## src/rtl/uart_frame_decoder.sv

```systemverilog
// Receive-side framer for the uart_rx byte stream. It hunts for the magic word,
// collects the payload and CRC-16, and pulses frame_valid or an error per frame.
module uart_frame_decoder #(
    parameter int          PAYLOAD_BYTES  = 2,
    parameter logic [31:0] MAGIC          = 32'hDABBAD00,
    parameter int          TIMEOUT_CYCLES = 4096
) (
    input  logic                         CLK,
    input  logic                         reset,
    input  logic                         rx_data_ready,
    input  logic [7:0]                   rx_data,
    output logic                         frame_valid,
    output logic [8*PAYLOAD_BYTES-1:0]   frame_payload,
    output logic                         crc_error,
    output logic                         timeout_error,
    output logic                         in_frame,
    output logic [15:0]                  frames_ok,
    output logic [15:0]                  frames_bad
);

    localparam int SW    = 8 * PAYLOAD_BYTES;
    localparam int IDX_W = (PAYLOAD_BYTES > 1) ? $clog2(PAYLOAD_BYTES) : 1;
    localparam int TO_W  = $clog2(TIMEOUT_CYCLES + 1);
    localparam logic [IDX_W-1:0] LAST_IDX = IDX_W'(PAYLOAD_BYTES - 1);
    localparam logic [TO_W-1:0]  TO_LIMIT = TO_W'(TIMEOUT_CYCLES);

    // CRC-16/0x8005, MSB first, one byte unrolled into eight shift steps.
    function automatic logic [15:0] crc16_upd(input logic [15:0] crc, input logic [7:0] b);
        logic [15:0] r;
        logic        fb;
        r = crc;
        for (int i = 7; i >= 0; i--) begin
            fb = r[15] ^ b[i];
            r  = {r[14:0], 1'b0};
            if (fb) r = r ^ 16'h8005;
        end
        return r;
    endfunction

    function automatic logic [15:0] sat_inc(input logic [15:0] v);
        return (v == 16'hFFFF) ? v : v + 16'd1;
    endfunction

    localparam logic [15:0] CRC_MAGIC =
        crc16_upd(crc16_upd(crc16_upd(crc16_upd(16'hFFFF, MAGIC[31:24]),
                                      MAGIC[23:16]), MAGIC[15:8]), MAGIC[7:0]);

    typedef enum logic [1:0] {HUNT, PAYLOAD, CRC_HI, CRC_LO} state_t;

    state_t            state_q, state_d;
    logic [23:0]       window_q, window_d;
    logic [2:0]        fill_q, fill_d;
    logic [IDX_W-1:0]  idx_q, idx_d;
    logic [SW-1:0]     staging_q, staging_d;
    logic [15:0]       crc_q, crc_d;
    logic [7:0]        crc_hi_q, crc_hi_d;
    logic [TO_W-1:0]   idle_q, idle_d;
    logic [SW-1:0]     frame_payload_q, frame_payload_d;
    logic              frame_valid_q, frame_valid_d;
    logic              crc_error_q, crc_error_d;
    logic              timeout_error_q, timeout_error_d;
    logic              in_frame_q, in_frame_d;
    logic [15:0]       frames_ok_q, frames_ok_d;
    logic [15:0]       frames_bad_q, frames_bad_d;

    always_comb begin
        state_d         = state_q;
        window_d        = window_q;
        fill_d          = fill_q;
        idx_d           = idx_q;
        staging_d       = staging_q;
        crc_d           = crc_q;
        crc_hi_d        = crc_hi_q;
        idle_d          = idle_q;
        frame_payload_d = frame_payload_q;
        frame_valid_d   = 1'b0;
        crc_error_d     = 1'b0;
        timeout_error_d = 1'b0;
        in_frame_d      = in_frame_q;
        frames_ok_d     = frames_ok_q;
        frames_bad_d    = frames_bad_q;

        if (rx_data_ready) begin
            idle_d = '0;
            unique case (state_q)
                HUNT: begin
                    window_d = {window_q[15:0], rx_data};
                    fill_d   = (fill_q == 3'd4) ? 3'd4 : fill_q + 3'd1;
                    // The current byte completes the window, so three prior bytes suffice.
                    if (fill_q >= 3'd3 && {window_q, rx_data} == MAGIC) begin
                        state_d    = PAYLOAD;
                        in_frame_d = 1'b1;
                        idx_d      = '0;
                        crc_d      = CRC_MAGIC;
                    end
                end
                PAYLOAD: begin
                    for (int i = 0; i < PAYLOAD_BYTES; i++) begin
                        if (idx_q == IDX_W'(i)) staging_d[8*(PAYLOAD_BYTES-1-i) +: 8] = rx_data;
                    end
                    crc_d = crc16_upd(crc_q, rx_data);
                    idx_d = idx_q + 1'b1;
                    if (idx_q == LAST_IDX) state_d = CRC_HI;
                end
                CRC_HI: begin
                    crc_hi_d = rx_data;
                    state_d  = CRC_LO;
                end
                CRC_LO: begin
                    if ({crc_hi_q, rx_data} == crc_q) begin
                        frame_payload_d = staging_q;
                        frame_valid_d   = 1'b1;
                        frames_ok_d     = frames_ok_q + 16'd1;
                    end else begin
                        crc_error_d  = 1'b1;
                        frames_bad_d = sat_inc(frames_bad_q);
                    end
                    state_d    = HUNT;
                    window_d   = '0;
                    fill_d     = '0;
                    in_frame_d = 1'b0;
                end
                default: state_d = HUNT;
            endcase
        end else if (state_q != HUNT) begin
            if (idle_q == TO_LIMIT) begin
                timeout_error_d = 1'b1;
                frames_bad_d    = sat_inc(frames_bad_q);
                state_d         = HUNT;
                window_d        = '0;
                fill_d          = '0;
                in_frame_d      = 1'b0;
                idle_d          = '0;
            end else begin
                idle_d = idle_q + 1'b1;
            end
        end
    end

    always_ff @(posedge CLK) begin
        if (reset) begin
            state_q         <= HUNT;
            window_q        <= '0;
            fill_q          <= '0;
            idx_q           <= '0;
            staging_q       <= '0;
            crc_q           <= '0;
            crc_hi_q        <= '0;
            idle_q          <= '0;
            frame_payload_q <= '0;
            frame_valid_q   <= 1'b0;
            crc_error_q     <= 1'b0;
            timeout_error_q <= 1'b0;
            in_frame_q      <= 1'b0;
            frames_ok_q     <= '0;
            frames_bad_q    <= '0;
        end else begin
            state_q         <= state_d;
            window_q        <= window_d;
            fill_q          <= fill_d;
            idx_q           <= idx_d;
            staging_q       <= staging_d;
            crc_q           <= crc_d;
            crc_hi_q        <= crc_hi_d;
            idle_q          <= idle_d;
            frame_payload_q <= frame_payload_d;
            frame_valid_q   <= frame_valid_d;
            crc_error_q     <= crc_error_d;
            timeout_error_q <= timeout_error_d;
            in_frame_q      <= in_frame_d;
            frames_ok_q     <= frames_ok_d;
            frames_bad_q    <= frames_bad_d;
        end
    end

    assign frame_valid   = frame_valid_q;
    assign frame_payload = frame_payload_q;
    assign crc_error     = crc_error_q;
    assign timeout_error = timeout_error_q;
    assign in_frame      = in_frame_q;
    assign frames_ok     = frames_ok_q;
    assign frames_bad    = frames_bad_q;

endmodule

```

## config.mk

```make
export PLATFORM = sky130hd
export DESIGN_NAME = uart_frame_decoder
export DESIGN_NICKNAME = d
export VERILOG_FILES = /design/src/rtl/uart_frame_decoder.sv
export SDC_FILE = /design/constraint.sdc
export NUM_CORES = 1
export LEC_CHECK = 0
export ABC_AREA = 1
export BUFFER_PORTS_ARGS = -buffer_cell sky130_fd_sc_hd__buf_4
export CORE_MARGIN = 1.5
export CORE_UTILIZATION = 35
export CTS_CLUSTER_SIZE = 24
export DETAILED_ROUTE_END_ITERATION = 10
export SETUP_SLACK_MARGIN = 0.5
export SYNTH_ARGS = -nofsm -noshare
export SYNTH_HDL_FRONTEND = slang
export SYNTH_SLANG_ARGS = --single-unit
export TNS_END_PERCENT = 50
```

## constraint.sdc

```tcl
create_clock -name CLK -period 2.45 [get_ports CLK]
set_clock_uncertainty 0.15 [all_clocks]
set_input_delay 0.245 -clock CLK [delete_from_list [all_inputs] [get_ports CLK]]
set_output_delay 0.245 -clock CLK [all_outputs]
set_load 0.005 [all_outputs]
```

==> impl_metrics.py, run 1 <==
metrics = {
    "sta": {
        "max_slew_margin": 0.588,
        "final-setup-viol-count": 0,
        "max_clock_freq_mhz": 502,
        "hold_slack_ns": -0.000969,
        "drv_slew": 0,
        "finalCriticalPeriod_ns": 1.99,
        "fin_tns_setup_ns": 0,
        "setup_ws_ns": 0.457,
        "tightest_slew_ns": 0.617,
        "fin_crit_sh": 0.813,
        "rsz0062_at_grt": "yes",
        "hold_viol_final": 1,
    },
    "floorplan": {
        "dieArea_um2": 18800,
        "start_util": 0.361,
        "die_h_um": 137,
        "core_area_um2": 17400,
        "die_x_um": 137,
        "top_level_ports": 63,
        "num_rows": 48,
    },
    "clocking": {
        "cts_tree": "built",
        "clock_sinks": 135,
        "clockRootBuffer": "clkbuf_16",
        "cts_buffer_depth": 2,
        "htreeDepth": 4,
        "clk_latency_ns": 0.43,
        "clkSlewWorstSetupHoldPaths_ns": 0.06,
        "cts_buffers": 17,
    },
    "worst_setup_path": {
        "max_stage_delay_ns": 0.39,
        "cpMaxStageDelayCell": "dfxtp_1",
        "cp_max_fo": 7,
        "r2r_cells": 11,
        "rrSetupSlack_ns": 0.46,
        "cp-start-kind": "flip-flop",
        "end_kind": "flip-flop",
        "path_cells": "nand2_1 -> nor3_1 -> nand4_1 -> nor3_1 -> nand2_1 -> nand2_2 -> nand2_4 -> nor2_4 -> buf_12 -> nand2_4 -> a21oi_2",
        "r2r_start": "window_q[8]",
        "criticalPathCategory": "flip-flop to flip-flop",
        "arrival_ns": 2.20,
        "r2r_end": "crc_q[14]",
        "required_ns": 2.66,
        "cp-startpoint": "window_q[8]",
        "crit_end": "crc_q[14]",
    },
    "place": {
        "globalplace.congestion": 0.859,
        "hpwl_um": 10400,
        "port_buffers": 62,
        "dp_slack_ns": 0.173,
    },
    "drt": {
        "firstDrtPassIters": 5,
        "drt-initial-drc-count": 314,
        "drt-total-wl_um": 16200,
        "postRouteAntennaNets": 0,
        "drc": 0,
        "vias": 5765,
        "viasPerCell": 4.94,
        "post_drt_wl_per_cell_um": 13.9,
    },
    "yosys": {
        "synth_cell_types": 39,
        "synth_area_leaders": "dfxtp_1 (43%), nand2_1 (8.2%), a21oi_1 (6.0%), nor2_1 (5.8%), o21ai_0 (5.2%)",
        "ys_ff_latch": 135,
        "netlist_area_um2": 6300,
        "yosys.area.top_type": "dfxtp_1",
        "synth_warnings": 0,
        "synth.top_cell.area_share": 0.429,
        "netlist_instances": 835,
        "yosysSeqAreaShare": 0.429,
        "syn-num-nets": 857,
        "syn_area_per_cell_um2": 7.54,
    },
    "final_layout": {
        "num_antenna_cells": 0,
        "drive_gt1_frac": 0.254,
        "postLayoutCoreUtil": 0.477,
        "syn2layout_area_growth_pct": 32.0,
        "nets": 950,
    },
    "job": {
        "drv_cap": 0,
    },
    "grt": {
        "grt_remaining_overflow": 0,
        "grt_max_degree": 57,
        "gr-usage-all-layers": 0.170,
        "grt_pass1_wl_um": 25100,
        "antenna_found_initial": 0,
        "grt_pass1_vias": 5185,
    },
    "worst_hold_path": {
        "min_path_type": "primary input to flip-flop",
    },
    "power": {
        "vdd_ir_drop_max_uv": 463,
        "leakagePower_uw": 0.00328,
        "p_per_area_nw_per_um2": 656,
    },
    "outcome": {
        "status": "complete, but fails checks",
        "violations": "hold timing",
    },
}
[Yosys cell counts, drive strengths merged]
master	number
nand2	143
dfxtp	135
nor2	102
inv	88
a21oi	76
o21ai	65
nand3	30
nor3	29
xor2	27
a22oi	25
xnor2	20
nand4	19
buf	18
clkbuf	16
ha	11
nor4	8
nor3b	5
a211oi	3
or2	3
a31oi	2
and3	2
clkinv	2
o211a	2
a221oi	1
nand3b	1
o211ai	1
o21bai	1
[worst min-delay path by stage]
stage,cells after the start,startpoint,slack [ns],endpoint
after global routing,3,rx_data[2],0.005,window_q[2]
after floorplan,2,rx_data[2],0.25,crc_hi_q[2]
after global placement,2,staging_q[3],0.29,frame_payload[3]
final,3,rx_data[7],-0.001,window_q[7]
after CTS,3,rx_data[7],0.003,window_q[7]
after detailed placement,2,staging_q[1],0.30,staging_q[1]
[kinds of logic (layout without fill, tap and decap cells)]
kind of cell             after synthesis  count (layout)  share of synthesized area
buffers and inverters                124             229                     0.0835
flip-flops                           135             135                      0.429
AND/OR/NAND/NOR                      342             343                      0.245
AO/OA/AOI/OAI                        176             176                      0.155
adder cells (fa/ha/maj)               11              11                     0.0219
XOR/XNOR                              47              47                     0.0654
[worst max-delay path: cells and delay by family, from the launching register on]
kind | cells | cell delay [ns]
AND/OR/NAND/NOR | 9 | 1.14
flip-flops | 1 | 0.39
AO/OA/AOI/OAI | 1 | 0.10
buffers and inverters | 1 | 0.15
[per-layer routing]
| layer | wire (um) | global-route usage | up-vias |
|---|---|---|---|
| met2 | 7650 | 0.266 | 91 |
| li1 | - | - | 2966 |
| met4 | 264 | 0.0725 | 0 |
| met5 | 0 | 0 | - |
| met1 | 7820 | 0.227 | 2689 |
| met3 | 505 | 0.0356 | 19 |
[cell type report]
class | count | area (um^2)
fill | 1707 | 9110
multi-input combinational | 577 | 3380
sequential | 135 | 2730
timing repair buffer | 104 | 955
clock buffer | 17 | 425
inverter | 90 | 360
tap | 225 | 282
clock inverter | 15 | 158
timing repair inverter | 3 | 20.0
[cells in the final DEF, fill, tap and decap left out, types with 6 or more instances in the layout]
| cell type | n |
|---|---|
| nand2_1 | 133 |
| dfxtp_1 | 121 |
| nor2_1 | 93 |
| buf_4 | 88 |
| a21oi_1 | 72 |
| inv_1 | 71 |
| o21ai_0 | 49 |
| nand3_1 | 27 |
| xor2_1 | 27 |
| nor3_1 | 25 |
| clkbuf_16 | 22 |
| a22oi_2 | 20 |
| nand4_1 | 19 |
| xnor2_1 | 19 |
| inv_2 | 13 |
| dfxtp_2 | 11 |
| o21ai_1 | 9 |
| inv_8 | 6 |
| clkinvlp_4 | 6 |
| o21ai_2 | 6 |
| ha_1 | 6 |
[registers in the layout (all words and copies together), names as in the netlist]
register	cells
staging_q	16
in_frame	1
frames_ok	16
state_q	2
window_q	24
idx_q	1
idle_q	13
frames_bad	16
frame_valid	1
crc_q	16
timeout_error	1
frame_payload	16
crc_hi_q	8
crc_error	1
fill_q	3
[report_power, final]
| part | internal, uW | switching, uW |
|---|---|---|
| logic | 257 | 361 |
| registers | 2260 | 59.0 |
| clock network | 1440 | 1080 |
| total | 3950 | 1500 |
[repair_timing]
| action | in CTS | in global routing |
|---|---|---|
| resized for setup | 28 | 96 |
| hold buffers | 2 | 0 |
| gates cloned | 2 | 8 |
| pin swaps | 9 | 16 |
| endpoints found under the setup margin | 73 | 100 |
| buffers inserted | 7 | 14 |
| hold endpoints to repair | 3 | 0 |
[per-stage QoR]
stage,total power [uW],instance area (um^2),std cells,hold slack (ns)
final,5450,8310,1166,-0.000969
after floorplan,2680,6300,835,0.246
after CTS,5370,7740,1144,0.00346
after global placement,2790,6960,1101,0.292
after detailed placement,2800,6960,1101,0.300
after global routing,5690,8310,1166,0.00529
Power figures use the tool's default switching activity.
==> inputs of run 2 (changes only) <==
--- a/config.mk
+++ b/config.mk
@@ -5,7 +5,7 @@
 export SDC_FILE = /design/constraint.sdc
 export NUM_CORES = 1
 export LEC_CHECK = 0
-export ABC_AREA = 1
+export ABC_AREA = 0
 export BUFFER_PORTS_ARGS = -buffer_cell sky130_fd_sc_hd__buf_4
 export CORE_MARGIN = 1.5
 export CORE_UTILIZATION = 35
==> constraint.sdc (replaced) <==
create_clock -name CLK -period 1.8 [get_ports CLK]
set_clock_uncertainty 0.15 [all_clocks]
set_input_delay 0.18 -clock CLK [delete_from_list [all_inputs] [get_ports CLK]]
set_output_delay 0.18 -clock CLK [all_outputs]
set_load 0.005 [all_outputs]
==> impl_metrics.py, run 2 <==
metrics = {
    "drt": {
        "drt-total-wl_um": 16100,
        "drt-initial-drc-count": 211,
        "viasPerCell": 4.91,
        "post_drt_wl_per_cell_um": 14.8,
        "drc": 0,
        "vias": 5332,
        "firstDrtPassIters": 4,
        "postRouteAntennaNets": 0,
    },
    "yosys": {
        "synth_cell_types": 50,
        "synth_warnings": 0,
        "synthFlopType": "dfxtp_1",
        "synth_area_leaders": "dfxtp_1 (46%), nor2_1 (7.1%), xor2_1 (5.9%), xnor2_1 (4.7%), mux2i_1 (4.4%)",
        "yosysSeqAreaShare": 0.458,
        "async_flop_share": 0,
        "netlist_area_um2": 5900,
        "synth.top_cell.area_share": 0.458,
        "synth_edf_count": 0,
        "syn-num-nets": 692,
        "netlist_instances": 670,
        "syn_area_per_cell_um2": 8.81,
        "synth.most_common_cell": "dfxtp_1",
        "yosys.area.top_type": "dfxtp_1",
        "synthTopCellsByCount": "dfxtp_1 (135), nor2_1 (112), nand2_1 (52)",
        "ys_ff_latch": 135,
    },
    "outcome": {
        "status": "complete, but fails checks",
        "violations": "setup timing",
    },
    "power": {
        "p_total_uw": 7020,
        "p_per_area_nw_per_um2": 788,
        "vdd_ir_drop_max_uv": 743,
        "leakagePower_uw": 0.00379,
    },
    "worst_setup_path": {
        "end_kind": "flip-flop",
        "arrival_ns": 2.49,
        "max_stage_delay_ns": 0.43,
        "cpMaxStageDelayCell": "or4_4",
        "cp_max_fo": 12,
        "required_ns": 2.00,
        "cp-start-kind": "flip-flop",
        "path_cells": "inv_1 -> ha_1 -> nor4b_4 -> nand4_2 -> nor2_4 -> a31oi_4 -> buf_12 -> or2_4 -> or4_4 -> a21oi_2",
        "criticalPathCategory": "flip-flop to flip-flop",
    },
    "floorplan": {
        "top_level_ports": 63,
        "die_x_um": 133,
        "start_util": 0.357,
        "core_area_um2": 16500,
        "num_rows": 47,
        "die_h_um": 133,
        "dieArea_um2": 17700,
    },
    "final_layout": {
        "num_antenna_cells": 0,
        "layout_common_cells": "buf_4 (168), dfxtp_1 (113), nor2_1 (107)",
        "largest_register_ffs": 24,
        "drive_gt1_frac": 0.382,
        "layout_commonest_cell": "buf_4",
        "top_register": "window_q",
        "layoutNonFillerInstCount": 1086,
        "nets": 875,
        "syn2layout_area_growth_pct": 50.8,
    },
    "place": {
        "dp_slack_ns": -0.641,
        "dp.cells": 1031,
        "port_buffers": 62,
        "globalplace.congestion": 0.824,
        "hpwl_um": 10500,
    },
    "grt": {
        "top_usage_layer": "met2",
        "grt_remaining_overflow": 0,
        "grt_pass1_vias": 5329,
        "grtUsageMet1": 0.237,
        "antenna_found_initial": 0,
        "grt_max_degree": 116,
        "gr-usage-all-layers": 0.184,
        "grt_pass1_wl_um": 26000,
        "met2_usage": 0.301,
        "met3_usage": 0.0464,
    },
    "sta": {
        "drv_slew": 0,
        "hold_viol_final": 0,
        "fin_crit_sh": 1.27,
        "rsz0062_at_grt": "yes",
        "finalCriticalPeriod_ns": 2.29,
        "tightest_slew_ns": 0.530,
        "max_slew_margin": 0.646,
        "hold_slack_ns": 0.0473,
        "final-setup-viol-count": 96,
        "setup_ws_ns": -0.487,
        "max_clock_freq_mhz": 437,
        "fin_tns_setup_ns": -33.39,
    },
    "clocking": {
        "clkSlewWorstSetupHoldPaths_ns": 0.06,
        "clock_sinks": 135,
        "clk_latency_ns": 0.43,
        "htreeDepth": 4,
        "cts_buffer_depth": 2,
        "cts_buffers": 17,
        "clockRootBuffer": "clkbuf_16",
        "cts_tree": "built",
    },
    "worst_hold_path": {
        "min_path_type": "primary input to flip-flop",
    },
    "job": {
        "drv_cap": 0,
    },
}
[run 2: where the power goes]
| part | switching (uW) | internal (uW) |
|---|---|---|
| registers | 13.5 | 3010 |
| clock network | 1330 | 2250 |
| logic | 231 | 196 |
| total | 1570 | 5450 |
[run 2: final timing paths]
| check | startpoint | endpoint | slack [ns] | cells past startpoint |
|---|---|---|---|---|
| worst max-delay path | idle_q[0] | frames_bad[9] | -0.49 | 10 |
| worst min-delay path | rx_data[3] | staging_q[3] | 0.05 | 4 |
| worst max register to register | idle_q[0] | frames_bad[9] | -0.49 | 10 |
| worst min register to register | staging_q[12] | staging_q[12] | 0.31 | 2 |
[run 2: through the flow]
stage | util | area [um^2]
final | 0.539 | 8910
after global routing | 0.539 | 8910
after CTS | 0.518 | 8560
after detailed placement | 0.456 | 7530
after global placement | 0.456 | 7530
after floorplan | - | 6060
[run 2: cells by family (layout without fill, tap and decap cells)]
kind of cell,after synthesis,after routing,synth area share
XOR/XNOR,72,72,0.107
flip-flops,135,135,0.458
buffers and inverters,60,256,0.0466
AND/OR/NAND/NOR,271,271,0.224
AO/OA/AOI/OAI,95,95,0.0975
adder cells (fa/ha/maj),11,11,0.0233
multiplexers,26,26,0.0441
[run 2: area by class of cell]
| class | count | area [um^2] |
|---|---|---|
| fill | 1448 | 7620 |
| multi-input combinational | 475 | 3430 |
| sequential | 135 | 2730 |
| timing repair buffer | 204 | 1790 |
| clock buffer | 20 | 457 |
| tap | 220 | 275 |
| clock inverter | 12 | 150 |
| inverter | 20 | 75.1 |
[run 2: worst max-delay path: cells and delay by family (launching register included)]
kind,cells,cell delay [ns]
AOI/OAI and AO/OA,2,0.17
DFF,1,0.32
adders and majority gates,1,0.14
and+or+nand+nor,5,1.23
buffers and inverters,2,0.21
[run 2: routing by layer]
layer  vias to the layer above  routed length (um)  share of wire
li1                       2642                   -              -
met1                      2567                7460           0.46
met2                       103                7780           0.48
met3                        20                 612          0.038
met4                         0                 210          0.013
met5                         -                   0              0
[run 2: what timing repair did]
| action | 4_1_cts | 5_1_grt |
|---|---|---|
| gates cloned | 3 | 1 |
| endpoints found under the setup margin | 154 | 158 |
| buffers inserted | 6 | 8 |
| pin swaps | 30 | 40 |
| hold endpoints to repair | 14 | 0 |
| resized for setup | 59 | 59 |
| hold buffers | 5 | 0 |
